===== src/rtl/adder_arbiter.sv =====
// adder_arbiter: round-robin sequencer sharing one 19+19 -> 20 bit unsigned adder among NREQ
// requesters. One operation at a time: grant and latch operands (StIdle), capture the sum
// (StAdd), then hold the tagged result until it is acknowledged (StResp).
//
// Ports:
//   clk, rst      clock; asynchronous active-high reset
//   req           per-requester request, held until the matching gnt bit is seen
//   op_a, op_b    packed operands, slice i at [19*i +: 19]
//   gnt           one-hot grant pulse, issued in the cycle the operands are latched
//   add_a, add_b  registered inputs to the external shared adder
//   add_sum       combinational sum returned by the shared adder
//   res_valid     result valid, held until res_ack
//   res_id        requester index owning res_data
//   res_data      captured 20-bit sum
//   res_ack       result accepted (only meaningful in StResp)
//   busy          high whenever the sequencer is not idle
module adder_arbiter #(
   parameter int unsigned NREQ = 4,
   parameter int unsigned IDW  = 2
) (
   input  logic               clk,
   input  logic               rst,
   input  logic [NREQ-1:0]    req,
   input  logic [NREQ*19-1:0] op_a,
   input  logic [NREQ*19-1:0] op_b,
   output logic [NREQ-1:0]    gnt,
   output logic [18:0]        add_a,
   output logic [18:0]        add_b,
   input  logic [19:0]        add_sum,
   output logic               res_valid,
   output logic [IDW-1:0]     res_id,
   output logic [19:0]        res_data,
   input  logic               res_ack,
   output logic               busy
);

   localparam int unsigned OpW = 19;

   typedef enum logic [1:0] {StIdle, StAdd, StResp} state_e;

   state_e          state_q, state_d;
   logic [IDW-1:0]  ptr_q, ptr_d;
   logic [IDW-1:0]  cur_id_q, cur_id_d;
   logic [NREQ-1:0] gnt_q, gnt_d;
   logic [OpW-1:0]  add_a_q, add_a_d;
   logic [OpW-1:0]  add_b_q, add_b_d;
   logic            res_valid_q, res_valid_d;
   logic [IDW-1:0]  res_id_q, res_id_d;
   logic [19:0]     res_data_q, res_data_d;

   // Winner search: the lowest set bit at or above ptr wins; failing that, the lowest set bit
   // overall, which gives the wrap from NREQ-1 back to 0.
   logic            found_hi, found_any;
   logic [IDW-1:0]  win_hi, win_lo, win_id;

   always_comb begin
      found_hi  = 1'b0;
      found_any = 1'b0;
      win_hi    = '0;
      win_lo    = '0;
      for (int unsigned i = 0; i < NREQ; i++) begin
         if (req[i] && !found_any) begin
            found_any = 1'b1;
            win_lo    = IDW'(i);
         end
         if (req[i] && !found_hi && (IDW'(i) >= ptr_q)) begin
            found_hi = 1'b1;
            win_hi   = IDW'(i);
         end
      end
      win_id = found_hi ? win_hi : win_lo;
   end

   logic [OpW-1:0]  sel_a, sel_b;
   logic [NREQ-1:0] win_oh;

   always_comb begin
      sel_a  = '0;
      sel_b  = '0;
      win_oh = '0;
      for (int unsigned i = 0; i < NREQ; i++) begin
         if (win_id == IDW'(i)) begin
            sel_a     = op_a[i*OpW +: OpW];
            sel_b     = op_b[i*OpW +: OpW];
            win_oh[i] = 1'b1;
         end
      end
   end

   always_comb begin
      state_d     = state_q;
      ptr_d       = ptr_q;
      cur_id_d    = cur_id_q;
      gnt_d       = '0;  // grant is a single-cycle pulse
      add_a_d     = add_a_q;
      add_b_d     = add_b_q;
      res_valid_d = res_valid_q;
      res_id_d    = res_id_q;
      res_data_d  = res_data_q;
      unique case (state_q)
         StIdle: begin
            if (found_any) begin
               add_a_d  = sel_a;
               add_b_d  = sel_b;
               gnt_d    = win_oh;
               cur_id_d = win_id;
               state_d  = StAdd;
            end
         end
         StAdd: begin
            res_data_d  = add_sum;
            res_id_d    = cur_id_q;
            res_valid_d = 1'b1;
            state_d     = StResp;
         end
         StResp: begin
            // Priority only rotates once the owner has taken its result.
            if (res_ack) begin
               res_valid_d = 1'b0;
               ptr_d       = (cur_id_q == IDW'(NREQ - 1)) ? '0 : cur_id_q + IDW'(1);
               state_d     = StIdle;
            end
         end
         default: state_d = StIdle;
      endcase
   end

   always_ff @(posedge clk or posedge rst) begin
      if (rst) begin
         state_q     <= StIdle;
         ptr_q       <= '0;
         cur_id_q    <= '0;
         gnt_q       <= '0;
         add_a_q     <= '0;
         add_b_q     <= '0;
         res_valid_q <= 1'b0;
         res_id_q    <= '0;
         res_data_q  <= '0;
      end else begin
         state_q     <= state_d;
         ptr_q       <= ptr_d;
         cur_id_q    <= cur_id_d;
         gnt_q       <= gnt_d;
         add_a_q     <= add_a_d;
         add_b_q     <= add_b_d;
         res_valid_q <= res_valid_d;
         res_id_q    <= res_id_d;
         res_data_q  <= res_data_d;
      end
   end

   assign gnt       = gnt_q;
   assign add_a     = add_a_q;
   assign add_b     = add_b_q;
   assign res_valid = res_valid_q;
   assign res_id    = res_id_q;
   assign res_data  = res_data_q;
   assign busy      = (state_q != StIdle);

endmodule


===== config.mk =====
export PLATFORM = sky130hd
export DESIGN_NAME = adder_arbiter
export DESIGN_NICKNAME = d
export VERILOG_FILES = /design/src/rtl/adder_arbiter.sv
export SDC_FILE = /design/constraint.sdc
export NUM_CORES = 1
export LEC_CHECK = 0
export CAP_MARGIN = 10
export CORE_ASPECT_RATIO = 1.4
export CORE_MARGIN = 5
export CORE_UTILIZATION = 40
export CTS_CLUSTER_DIAMETER = 30
export CTS_CLUSTER_SIZE = 25
export DETAILED_ROUTE_END_ITERATION = 12
export DONT_BUFFER_PORTS = 1
export GPL_TIMING_DRIVEN = 1
export SYNTH_ARGS = -nofsm -noshare
export SYNTH_HDL_FRONTEND = slang
export SYNTH_SLANG_ARGS = --single-unit

===== constraint.sdc =====
create_clock -name clk -period 5.7 [get_ports clk]
set_input_delay 1.14 -clock clk [delete_from_list [all_inputs] [get_ports clk]]
set_output_delay 1.14 -clock clk [all_outputs]
set_load 0.01 [all_outputs]

==> results of run 1 <==
==> path summary, 6_finish.rpt <==
path,endpoint,slack (ns),cells after the start
min in group asynchronous,res_data[10],0.97,2
worst max register to register,add_b[8],3.08,5
worst max-delay path,add_b[8],2.67,5
worst min register to register,ptr_q[0],0.53,1
max in group asynchronous,gnt[3],4.17,2
worst min-delay path,ptr_q[0],0.53,1
==> critical path: cells and delay by family <==
| kind | cells | cell delay, ns |
|---|---|---|
| compound gates | 1 | 0.23 |
| mux | 1 | 0.40 |
| simple gates | 3 | 1.46 |
==> per-stage QoR <==
step,hold slack (ns),instances,util (%),power [uW]
6_report,0.5314,443,44.21,2676
5_1_grt,0.5459,443,44.21,2852
3_3_place_gp,0.5229,427,40.74,2065
3_5_place_dp,0.5235,427,40.74,2099
2_1_floorplan,0.4675,340,-,1906
4_1_cts,0.5331,443,44.21,2723
==> metal layers <==
| metal | track usage (%) | routed length, um |
|---|---|---|
| met5 | 0 | 0 |
| met4 | 7.420 | 243 |
| met3 | 6.981 | 1208 |
| met2 | 31.06 | 5569 |
| met1 | 19.03 | 3850 |
==> layout by cell type, fill, tap and decap left out, drive strengths merged <==
cell type,count
o221a,24
clkinv,3
or2,2
o21ba,1
bufinv,2
nand2b,2
nand3b,1
nand3,48
a21oi,2
nand2,21
inv,5
clkinvlp,1
o21a,1
nor2,3
or4,1
dfrtp,71
nor3,4
mux2i,28
ha,1
o21ai,26
nand4b,1
nor2b,3
a211oi,1
mux2,47
clkbuf,9
nor3b,1
o221ai,14
and4b,1
buf,5
a21o,2
o31ai,1
nor4,1
==> state kept, by name, summed over array words and instances (netlist names) <==
signal / cells
add_a: 19
res_id: 2
state_q: 2
cur_id_q: 2
res_valid: 1
ptr_q: 2
res_data: 20
add_b: 19
gnt: 4
==> power breakdown <==
part | switching, uW | internal, uW | leakage, uW
Combinational | 514 | 492 | 0.000688
Clock | 224 | 387 | 0.000157
Sequential | 300 | 759 | 0.000835
Total | 1040 | 1640 | 0.00168
==> logic make-up after synthesis <==
| logic type | after synthesis | synth area share [%] |
|---|---|---|
| adder cells (fa/ha/maj) | 1 | 0.3244 |
| AND/OR/NAND/NOR | 89 | 12.20 |
| flip-flops | 71 | 46.07 |
| multiplexers | 75 | 20.99 |
| buffers and inverters | 32 | 5.224 |
| AO/OA/AOI/OAI | 72 | 15.18 |
==> cell type report <==
type	count	area, um^2	share of cell area [%]
multi-input combinational	237	1887	45.12
sequential	71	1777	42.49
clock buffer	9	225.2	5.386
tap	110	137.6	3.291
clock inverter	7	102.6	2.454
timing repair buffer	5	37.54	0.8977
inverter	4	15.01	0.3591
==> impl_metrics.sql, run 1 <==
INSERT INTO impl_metrics (metric_group, metric, value, unit) VALUES
('run', 'max_cap_violation_count', '0', ''),
('critical_path', 'criticalPathCategory', 'in2reg', ''),
('placement', 'pre_cts_slack', '2.266', 'ns'),
('logic_synthesis', 'post_synth.cell_area_avg', '11.34', 'um^2'),
('cells_and_area', 'final_area', '0.004182', 'mm^2'),
('sta', 'fmax', '0.3304', 'GHz'),
('floorplanning', 'die-area', '0.01173', 'mm^2'),
('sta', 'setup_slack', '2.673', 'ns'),
('critical_path', 'crit-reg2reg-launch', 'ptr_q[0]', ''),
('floorplanning', 'coreArea', '0.009459', 'mm^2'),
('logic_synthesis', 'synth-async-reset-ratio', '100.0', '%'),
('sta', 'final.setup.tns', '0', 'ns'),
('logic_synthesis', 'gate_count_post_synth', '340', ''),
('critical_path', 'crit_chain', 'nor2_2 > nand4b_2 > nand2_8 > mux2_2 > o221a_2', ''),
('logic_synthesis', 'yosys.cell_count.top_type', 'sky130_fd_sc_hd__dfrtp_1', ''),
('global_routing', 'maximum_number_of_pins_on_one_net_before_global_route_repair', '72', ''),
('logic_synthesis', 'synth.top_cells.by_area', 'sky130_fd_sc_hd__dfrtp_1 46%, sky130_fd_sc_hd__mux2_2 14%, sky130_fd_sc_hd__mux2i_1 7.3%', ''),
('global_routing', 'grt_pass1_wl', '16200', 'um'),
('floorplanning', 'die_outline_height', '126.2', 'um'),
('clocking', 'tritoncts', 'done', ''),
('critical_path', 'worst-endpoint-arrival', '3.25', 'ns'),
('power', 'power.ir.vdd_worst', '0.2393', 'mV'),
('cells_and_area', 'filler_cell_count', '872', ''),
('sta', 'setup_repair_after_global_routing_missed_its_margin', 'no', ''),
('floorplanning', 'die_width', '92.98', 'um'),
('logic_synthesis', 'synth_cell_type_count', '36', ''),
('logic_synthesis', 'share_of_the_synthesized_area_in_the_top_cell_type', '46.07', '%'),
('clocking', 'cts-root-to-sink-buffers', '2', ''),
('critical_path', 'worst_path_max_delay_cell', 'sky130_fd_sc_hd__nand4b_2', ''),
('sta', 'timing_max_transition_violations_final', '0', ''),
('logic_synthesis', 'syn_area', '0.003856', 'mm^2'),
('placement', 'postPlaceCellArea', '0.003854', 'mm^2'),
('logic_synthesis', 'dominantRegCellSynth', 'sky130_fd_sc_hd__dfrtp_1', ''),
('logic_synthesis', 'share_of_the_yosys_chip_area_belonging_to_registers', '46.07', '%'),
('route', 'vias', '2890', ''),
('clocking', 'ctsHtreeMaxLevel', '3', ''),
('global_routing', 'gr-total-overflow', '0', ''),
('clocking', 'postCtsHoldBufs', '0', ''),
('critical_path', 'critical_path.max_fanout', '54', ''),
('clocking', 'cts-resized-gates', '0', ''),
('critical_path', 'cp-start-kind', 'primary input', ''),
('sta', 'layout_min_cycle_time', '3.027', 'ns'),
('sta', 'setup_viol', '0', ''),
('cells_and_area', 'n_antenna_cell', '0', ''),
('route', 'detail_route.first_pass.iterations', '5', ''),
('cells_and_area', 'drive_gt1_share', '30.63', '%'),
('power', 'leakage_power', '0.001679', 'uW'),
('status', 'status', 'finished, final reports clean', ''),
('logic_synthesis', 'netlist_top_cells_count', '71 x sky130_fd_sc_hd__dfrtp_1, 48 x sky130_fd_sc_hd__nand3_1, 47 x sky130_fd_sc_hd__mux2_2, 28 x sky130_fd_sc_hd__mux2i_1, 26 x sky130_fd_sc_hd__o21ai_0', ''),
('hold_path', 'hold_path.class', 'reg2reg', ''),
('critical_path', 'worst_ep_required_time', '5.92', 'ns'),
('route', 'drt.antenna.violating_nets', '0', ''),
('clocking', 'ctsRootBufferMaster', 'sky130_fd_sc_hd__clkbuf_16', ''),
('floorplanning', 'floorplan.io_pins', '245', ''),
('route', 'final_routed_wirelength_across_all_metal_layers', '10870', 'um'),
('placement', 'dp.final_hpwl', '7981', 'um'),
('power', 'power.density_cell_area', '639.9', 'mW/mm^2'),
('route', 'post_drt_wl_per_cell', '24.54', 'um'),
('logic_synthesis', 'synth.ff_latch_count', '71', ''),
('sta', 'timing_worst_slew_pin_value', '1.119', 'ns'),
('placement', 'gpl.final_weighted_congestion', '0.7979', ''),
('global_routing', 'vias_in_the_first_global_route', '3041', ''),
('route', 'drt-vias-per-instance', '6.524', ''),
('floorplanning', 'fp-row-count', '42', ''),
('route', 'drtIter0Drc', '101', ''),
('cells_and_area', 'layout.nets', '508', ''),
('logic_synthesis', 'synth.yosys.warnings', '0', ''),
('hold_path', 'worst_hold_startpoint', 'cur_id_q[0]', ''),
('logic_synthesis', 'number_of_enable_flip_flop_cells_after_synthesis', '0', ''),
('sta', 'report.final.hold_viol_count', '0', ''),
('clocking', 'cts.reportedPaths.clkPinSlew', '0.06', 'ns');
(Power assumes the default switching activity.)
==> run 2, diff against run 1 <==
clock period = 2.7 ns   (was 5.7 ns; I/O delays follow)
==> run 2 against run 1 <==
Setup slack worse by 2.1 ns. Sequential power up 110%. First-iteration DRC count down 2.0%. Power up 110%.
==> impl_metrics.sql, run 2 (synthesized netlist as in run 1, its figures left out) <==
INSERT INTO impl_metrics (metric_group, metric, value, unit) VALUES
('status', 'status', 'finished, final reports clean', ''),
('route', 'drcViolationCount', '0', ''),
('clocking', 'clkLatencyLatePin', '0.32', 'ns'),
('route', 'detail_route.first_pass.iterations', '4', ''),
('clocking', 'ctsHtreeMaxLevel', '3', ''),
('clocking', 'cts.sink_count', '71', ''),
('route', 'final_routed_wirelength_across_all_metal_layers', '10690', 'um'),
('global_routing', 'initial_antenna_violation_count', '0', ''),
('critical_path', 'worst_ep_required_time', '2.88', 'ns'),
('critical_path', 'cp-start-kind', 'flop', ''),
('sta', 'timing_worst_slew_pin_value', '0.8430', 'ns'),
('clocking', 'postCtsSetupBuffers', '0', ''),
('route', 'vias', '2878', ''),
('clocking', 'cts_inserted_buffers', '9', ''),
('route', 'drt-vias-per-instance', '6.410', ''),
('global_routing', 'groute.usage.overall', '17.87', '%'),
('cells_and_area', 'drive_gt1_share', '31.56', '%'),
('floorplanning', 'initial_util', '40.77', '%'),
('power', 'leakage_power', '0.001690', 'uW'),
('global_routing', 'vias_in_the_first_global_route', '3055', ''),
('clocking', 'tritoncts', 'done', ''),
('cells_and_area', 'final_cell_mix', '71 x sky130_fd_sc_hd__dfrtp_1, 48 x sky130_fd_sc_hd__nand3_1, 47 x sky130_fd_sc_hd__mux2_2', ''),
('clocking', 'postCtsHoldBufs', '0', ''),
('cells_and_area', 'filler_cell_count', '905', ''),
('sta', 'whs', '0.2148', 'ns'),
('floorplanning', 'die-area', '0.01173', 'mm^2'),
('cells_and_area', 'flow.area_growth_from_synthesis', '9.182', '%'),
('critical_path', 'worst_path_dominant_cell_family', 'simple AND/OR/NAND/NOR gates', ''),
('sta', 'layout_min_cycle_time', '2.160', 'ns'),
('critical_path', 'crit-reg2reg-launch', 'ptr_q[1]', ''),
('run', 'max_cap_violation_count', '0', ''),
('clocking', 'cts-resized-gates', '0', ''),
('critical_path', 'critical_path.max_fanout', '47', ''),
('critical_path', 'cpPeakStageDelay', '0.61', 'ns'),
('critical_path', 'worst_path_max_delay_cell', 'sky130_fd_sc_hd__or4_4', ''),
('critical_path', 'critical_path_depth', '5', ''),
('critical_path', 'cp-end-kind', 'flop', ''),
('sta', 'slew_headroom', '43.76', '%'),
('route', 'drtIter0Drc', '99', ''),
('critical_path', 'crit_buf_inv', '1', ''),
('critical_path', 'worstRegToRegCells', '5', ''),
('cells_and_area', 'fin_util', '44.51', '%'),
('global_routing', 'gr-total-overflow', '0', ''),
('clocking', 'ctsRootBufferMaster', 'sky130_fd_sc_hd__clkbuf_16', ''),
('cells_and_area', 'multiInputGateArea', '0.001887', 'mm^2'),
('route', 'post_drt_wl_per_cell', '23.80', 'um'),
('floorplanning', 'die_width', '92.98', 'um'),
('critical_path', 'criticalPathCategory', 'reg2reg', ''),
('sta', 'setup_viol', '0', ''),
('placement', 'numPortBuffers', '0', ''),
('hold_path', 'hold_path.class', 'in2async', ''),
('cells_and_area', 'n_antenna_cell', '0', ''),
('sta', 'timing_max_transition_violations_final', '0', ''),
('floorplanning', 'die_outline_height', '126.2', 'um'),
('critical_path', 'worst-endpoint-arrival', '2.34', 'ns'),
('sta', 'report.final.hold_viol_count', '0', ''),
('floorplanning', 'fp-row-count', '42', ''),
('critical_path', 'worstSetupStartpoint', 'ptr_q[1]', ''),
('power', 'finalPower', '5590', 'uW'),
('placement', 'pre_cts_slack', '0.3571', 'ns'),
('route', 'drt.antenna.violating_nets', '0', ''),
('sta', 'clock_skew', '0.005221', 'ns'),
('clocking', 'cts-root-to-sink-buffers', '2', ''),
('global_routing', 'maximum_number_of_pins_on_one_net_before_global_route_repair', '48', ''),
('cells_and_area', 'layout.nets', '514', ''),
('sta', 'setup_repair_after_global_routing_missed_its_margin', 'no', ''),
('sta', 'final.setup.tns', '0', 'ns'),
('placement', 'gpl.final_weighted_congestion', '0.8204', ''),
('power', 'power.density_cell_area', '1328', 'mW/mm^2'),
('critical_path', 'crit_chain', 'or4_4 > nand2_8 > buf_4 > mux2i_1 > o221ai_1', ''),
('power', 'power.ir.vdd_worst', '0.4638', 'mV'),
('placement', 'dp.final_hpwl', '8237', 'um'),
('floorplanning', 'floorplan.io_pins', '245', ''),
('clocking', 'cts.reportedPaths.clkPinSlew', '0.06', 'ns'),
('sta', 'fmax', '0.4630', 'GHz'),
('sta', 'setup_slack', '0.5404', 'ns'),
('floorplanning', 'coreArea', '0.009459', 'mm^2'),
('sta', 'ratio_of_final_minimum_period_to_clock_period', '79.99', '%'),
('cells_and_area', 'largest_reg_flops', '20', ''),
('global_routing', 'grt_pass1_wl', '16280', 'um'),
('cells_and_area', 'mostFrequentLayoutCell', 'sky130_fd_sc_hd__dfrtp_1', ''),
('cells_and_area', 'seq_area', '0.001777', 'mm^2');
run 2: changes by cell type in the layout (fill, tap and decap cells not counted):
cell                         delta
sky130_fd_sc_hd__inv_6          -1
sky130_fd_sc_hd__clkbuf_1       +1
sky130_fd_sc_hd__clkinv_4       -1
sky130_fd_sc_hd__buf_12         +1
sky130_fd_sc_hd__buf_4          +5
sky130_fd_sc_hd__clkinvlp_4     +2
sky130_fd_sc_hd__bufinv_16      -1
run 2: worst paths after layout:
path	endpoint	slack, ns
min in group clk	res_data[4]	0.36
max in group asynchronous	res_data[14]	1.82
setup reg to reg	add_b[3]	0.54
hold reg to reg	cur_id_q[1]	0.52
setup / recovery	add_b[3]	0.54
hold / removal	res_data[10]	0.21
run 2: per-stage QoR:
stage / area (um^2) / instances
finish: 4210 / 449
global route: 4210 / 449
CTS: 4210 / 449
detailed placement: 3911 / 433
global placement: 3911 / 433
floorplan: 3856 / 340
run 2: final cells by class:
cell class | count | area share [%]
Clock buffer | 10 | 5.438
Inverter | 4 | 0.3566
Clock inverter | 6 | 1.664
Sequential cell | 71 | 42.20
Multi-Input combinational cell | 237 | 44.81
Tap cell | 110 | 3.269
Timing Repair Buffer | 11 | 2.259
run 2: report_power, final:
part	internal (uW)	switching, uW
clock	720	448
sequential	1600	629
combinational	1080	1110
total	3410	2180
run 2: routing by layer:
layer	vias up	routed length, um	global-route usage (%)
met5	-	0	0
met4	0	115	5.349
met3	8	1126	7.100
met2	176	5546	31.44
met1	1411	3898	19.64
li1	1283	-	-
==> run 3, diff against run 2 <==
clock period = 1.9 ns   (was 2.7 ns; I/O delays follow)
==> run 3 against run 2 <==
Fmax increased by 16%. Die area unchanged. Largest cell class unchanged. Worst hold slack got worse by 0.20 ns. Non-clock buffer count increased by 12. Wire length increased by 6.1%. Clock power increased by 62%. Clock skew increased by 0.0020 ns. Via count increased by 1.6%. Cell count increased by 2.9%. Combinational power increased by 63%. Register-to-register slack got worse by 0.50 ns. Global-route usage increased by 1.2 points.
==> impl_metrics.sql, run 3 (synthesized netlist as in run 1, its figures left out) <==
INSERT INTO impl_metrics (metric_group, metric, value, unit) VALUES
('floorplanning', 'die_width', '92.98', 'um'),
('floorplanning', 'fp-row-count', '42', ''),
('global_routing', 'maximum_number_of_pins_on_one_net_before_global_route_repair', '72', ''),
('clocking', 'postCtsSetupBuffers', '0', ''),
('route', 'final_routed_wirelength_across_all_metal_layers', '11340', 'um'),
('placement', 'gpl.final_weighted_congestion', '0.8323', ''),
('floorplanning', 'coreArea', '0.009459', 'mm^2'),
('cells_and_area', 'seq_area', '0.001777', 'mm^2'),
('critical_path', 'worst-endpoint-arrival', '2.08', 'ns'),
('placement', 'pre_cts_slack', '-0.1223', 'ns'),
('route', 'post_drt_wl_per_cell', '24.55', 'um'),
('clocking', 'clkLatencyLatePin', '0.33', 'ns'),
('global_routing', 'initial_antenna_violation_count', '0', ''),
('status', 'status', 'finished, final reports clean', ''),
('route', 'drtIter0Drc', '136', ''),
('floorplanning', 'die_outline_height', '126.2', 'um'),
('sta', 'setup_slack', '0.03649', 'ns'),
('route', 'detail_route.first_pass.iterations', '4', ''),
('sta', 'fmax', '0.5366', 'GHz'),
('critical_path', 'worstRegToRegCells', '4', ''),
('clocking', 'cts-root-to-sink-buffers', '2', ''),
('clocking', 'ctsHtreeMaxLevel', '3', ''),
('cells_and_area', 'drive_gt1_share', '34.66', '%'),
('cells_and_area', 'mostFrequentLayoutCell', 'sky130_fd_sc_hd__dfrtp_1', ''),
('clocking', 'cts.sink_count', '71', ''),
('critical_path', 'crit-reg2reg-launch', 'ptr_q[1]', ''),
('sta', 'slew_headroom', '75.19', '%'),
('critical_path', 'cp-start-kind', 'flop', ''),
('critical_path', 'worst_path_dominant_cell_family', 'simple AND/OR/NAND/NOR gates', ''),
('cells_and_area', 'n_antenna_cell', '0', ''),
('clocking', 'ctsRootBufferMaster', 'sky130_fd_sc_hd__clkbuf_16', ''),
('critical_path', 'worst_ep_required_time', '2.12', 'ns'),
('placement', 'postPlaceCellArea', '0.004093', 'mm^2'),
('clocking', 'cts.reportedPaths.clkPinSlew', '0.06', 'ns'),
('power', 'power.density_cell_area', '1915', 'mW/mm^2'),
('critical_path', 'worst_r2r_endpoint', 'add_b[18]', ''),
('sta', 'clock_skew', '0.007194', 'ns'),
('cells_and_area', 'multiInputGateArea', '0.001991', 'mm^2'),
('critical_path', 'criticalPathCategory', 'reg2reg', ''),
('sta', 'timing_max_transition_violations_final', '0', ''),
('sta', 'ratio_of_final_minimum_period_to_clock_period', '98.08', '%'),
('cells_and_area', 'final_area', '0.004517', 'mm^2'),
('global_routing', 'grt_pass1_wl', '17280', 'um'),
('global_routing', 'gr-total-overflow', '0', ''),
('cells_and_area', 'flow.area_growth_from_synthesis', '17.13', '%'),
('critical_path', 'timing.reg2reg.setup_slack', '0.04', 'ns'),
('global_routing', 'groute.usage.overall', '19.04', '%'),
('cells_and_area', 'layout.nets', '528', ''),
('route', 'drt-vias-per-instance', '6.331', ''),
('floorplanning', 'die-area', '0.01173', 'mm^2'),
('critical_path', 'cp-end-kind', 'flop', ''),
('sta', 'timing_worst_slew_pin_value', '0.3722', 'ns'),
('hold_path', 'hold_path.class', 'in2async', ''),
('route', 'drt.antenna.violating_nets', '0', ''),
('clocking', 'tritoncts', 'done', ''),
('placement', 'dp.final_hpwl', '8125', 'um'),
('critical_path', 'critical_path.max_fanout', '8', ''),
('sta', 'final.setup.tns', '0', 'ns'),
('critical_path', 'worst_path_max_delay_cell', 'sky130_fd_sc_hd__or4_4', ''),
('power', 'power.ir.vdd_worst', '0.6934', 'mV'),
('global_routing', 'vias_in_the_first_global_route', '3142', ''),
('sta', 'layout_min_cycle_time', '1.864', 'ns'),
('floorplanning', 'floorplan.io_pins', '245', ''),
('critical_path', 'crit_chain', 'or4_4 > nand2_8 > mux2_2 > o221a_2', ''),
('cells_and_area', 'filler_cell_count', '872', ''),
('sta', 'setup_viol', '0', ''),
('sta', 'setup_repair_after_global_routing_missed_its_margin', 'yes', ''),
('floorplanning', 'initial_util', '40.77', '%'),
('critical_path', 'cpPeakStageDelay', '0.60', 'ns'),
('clocking', 'cts_inserted_buffers', '9', ''),
('placement', 'numPortBuffers', '0', ''),
('cells_and_area', 'largest_reg_flops', '20', ''),
('sta', 'report.final.hold_viol_count', '0', ''),
('route', 'drcViolationCount', '0', ''),
('cells_and_area', 'final_cell_mix', '71 x sky130_fd_sc_hd__dfrtp_1, 48 x sky130_fd_sc_hd__nand3_1, 40 x sky130_fd_sc_hd__mux2_2', ''),
('route', 'vias', '2925', ''),
('power', 'leakage_power', '0.001857', 'uW'),
('run', 'max_cap_violation_count', '0', ''),
('critical_path', 'crit_buf_inv', '0', ''),
('clocking', 'postCtsHoldBufs', '0', '');
==> run 3: cell count changes in the layout (fill, tap and decap cells not counted), sizes merged <==
| cell | change |
|---|---|
| clkinvlp | -2 |
| inv | -2 |
| clkbuf | +1 |
| nand2 | +2 |
| bufinv | +2 |
| clkinv | +1 |
| buf | +11 |
==> run 3: cell type report <==
class	instances	share of cell area [%]
sequential	71	39.34
inverter	4	0.4155
tap	110	3.047
multi-input combinational	239	44.07
clock buffer	10	5.069
clock inverter	5	2.382
timing repair buffer	23	5.679
==> run 3: what timing repair did <==
action / CTS / global route
cloned: 2 / 1
gates resized for setup: 2 / 7
pin swaps: 2 / 1
setup endpoints to repair: 14 / 35
==> run 3: how the worst max path moves through the flow <==
stage | start | to | slack, ns | cells past startpoint
6_report | ptr_q[1] | add_b[18] | 0.04 | 4
5_1_grt | ptr_q[1] | add_a[10] | -0.02 | 4
4_1_cts | ptr_q[1] | add_b[8] | 0.02 | 7
3_5_place_dp | req[2] | add_a[0] | -0.12 | 6
3_3_place_gp | req[2] | add_a[0] | -0.08 | 6
2_1_floorplan | req[2] | add_b[10] | -0.1 | 7
==> run 3: worst reg2reg max path, stage by stage (launching register included) <==
cell and delay, ns:
sky130_fd_sc_hd__dfrtp_1 0.37, sky130_fd_sc_hd__or4_4 0.60, sky130_fd_sc_hd__nand2_8 0.19, sky130_fd_sc_hd__mux2_2 0.35, sky130_fd_sc_hd__o221a_2 0.24
==> run 3: power by group <==
part / leakage, uW / internal, uW / switching, uW / total (uW)
combinational: 0.000859 / 1870 / 1700 / 3580
clock: 0.000163 / 1280 / 618 / 1900
sequential: 0.000835 / 2280 / 902 / 3180
==> run 3: layer usage <==
layer  vias to the layer above  track usage, %  part of all wire (%)
met5                         -               0                     0
met4                         0           6.557                   1.7
met3                        17           7.578                    10
met2                       186           33.22                    53
met1                      1413           20.80                    35
li1                       1309               -                     -
==> run 3: metrics by stage <==
step	cells	total power [uW]	hold slack, ns	utilization, %
floorplan	340	5812	0.4675	-
global placement	444	6555	0.3847	43.27
detailed placement	444	6678	0.3856	43.27
CTS	461	8700	0.02107	47.25
global route	462	9208	0.03118	47.75
finish	462	8652	0.01805	47.75
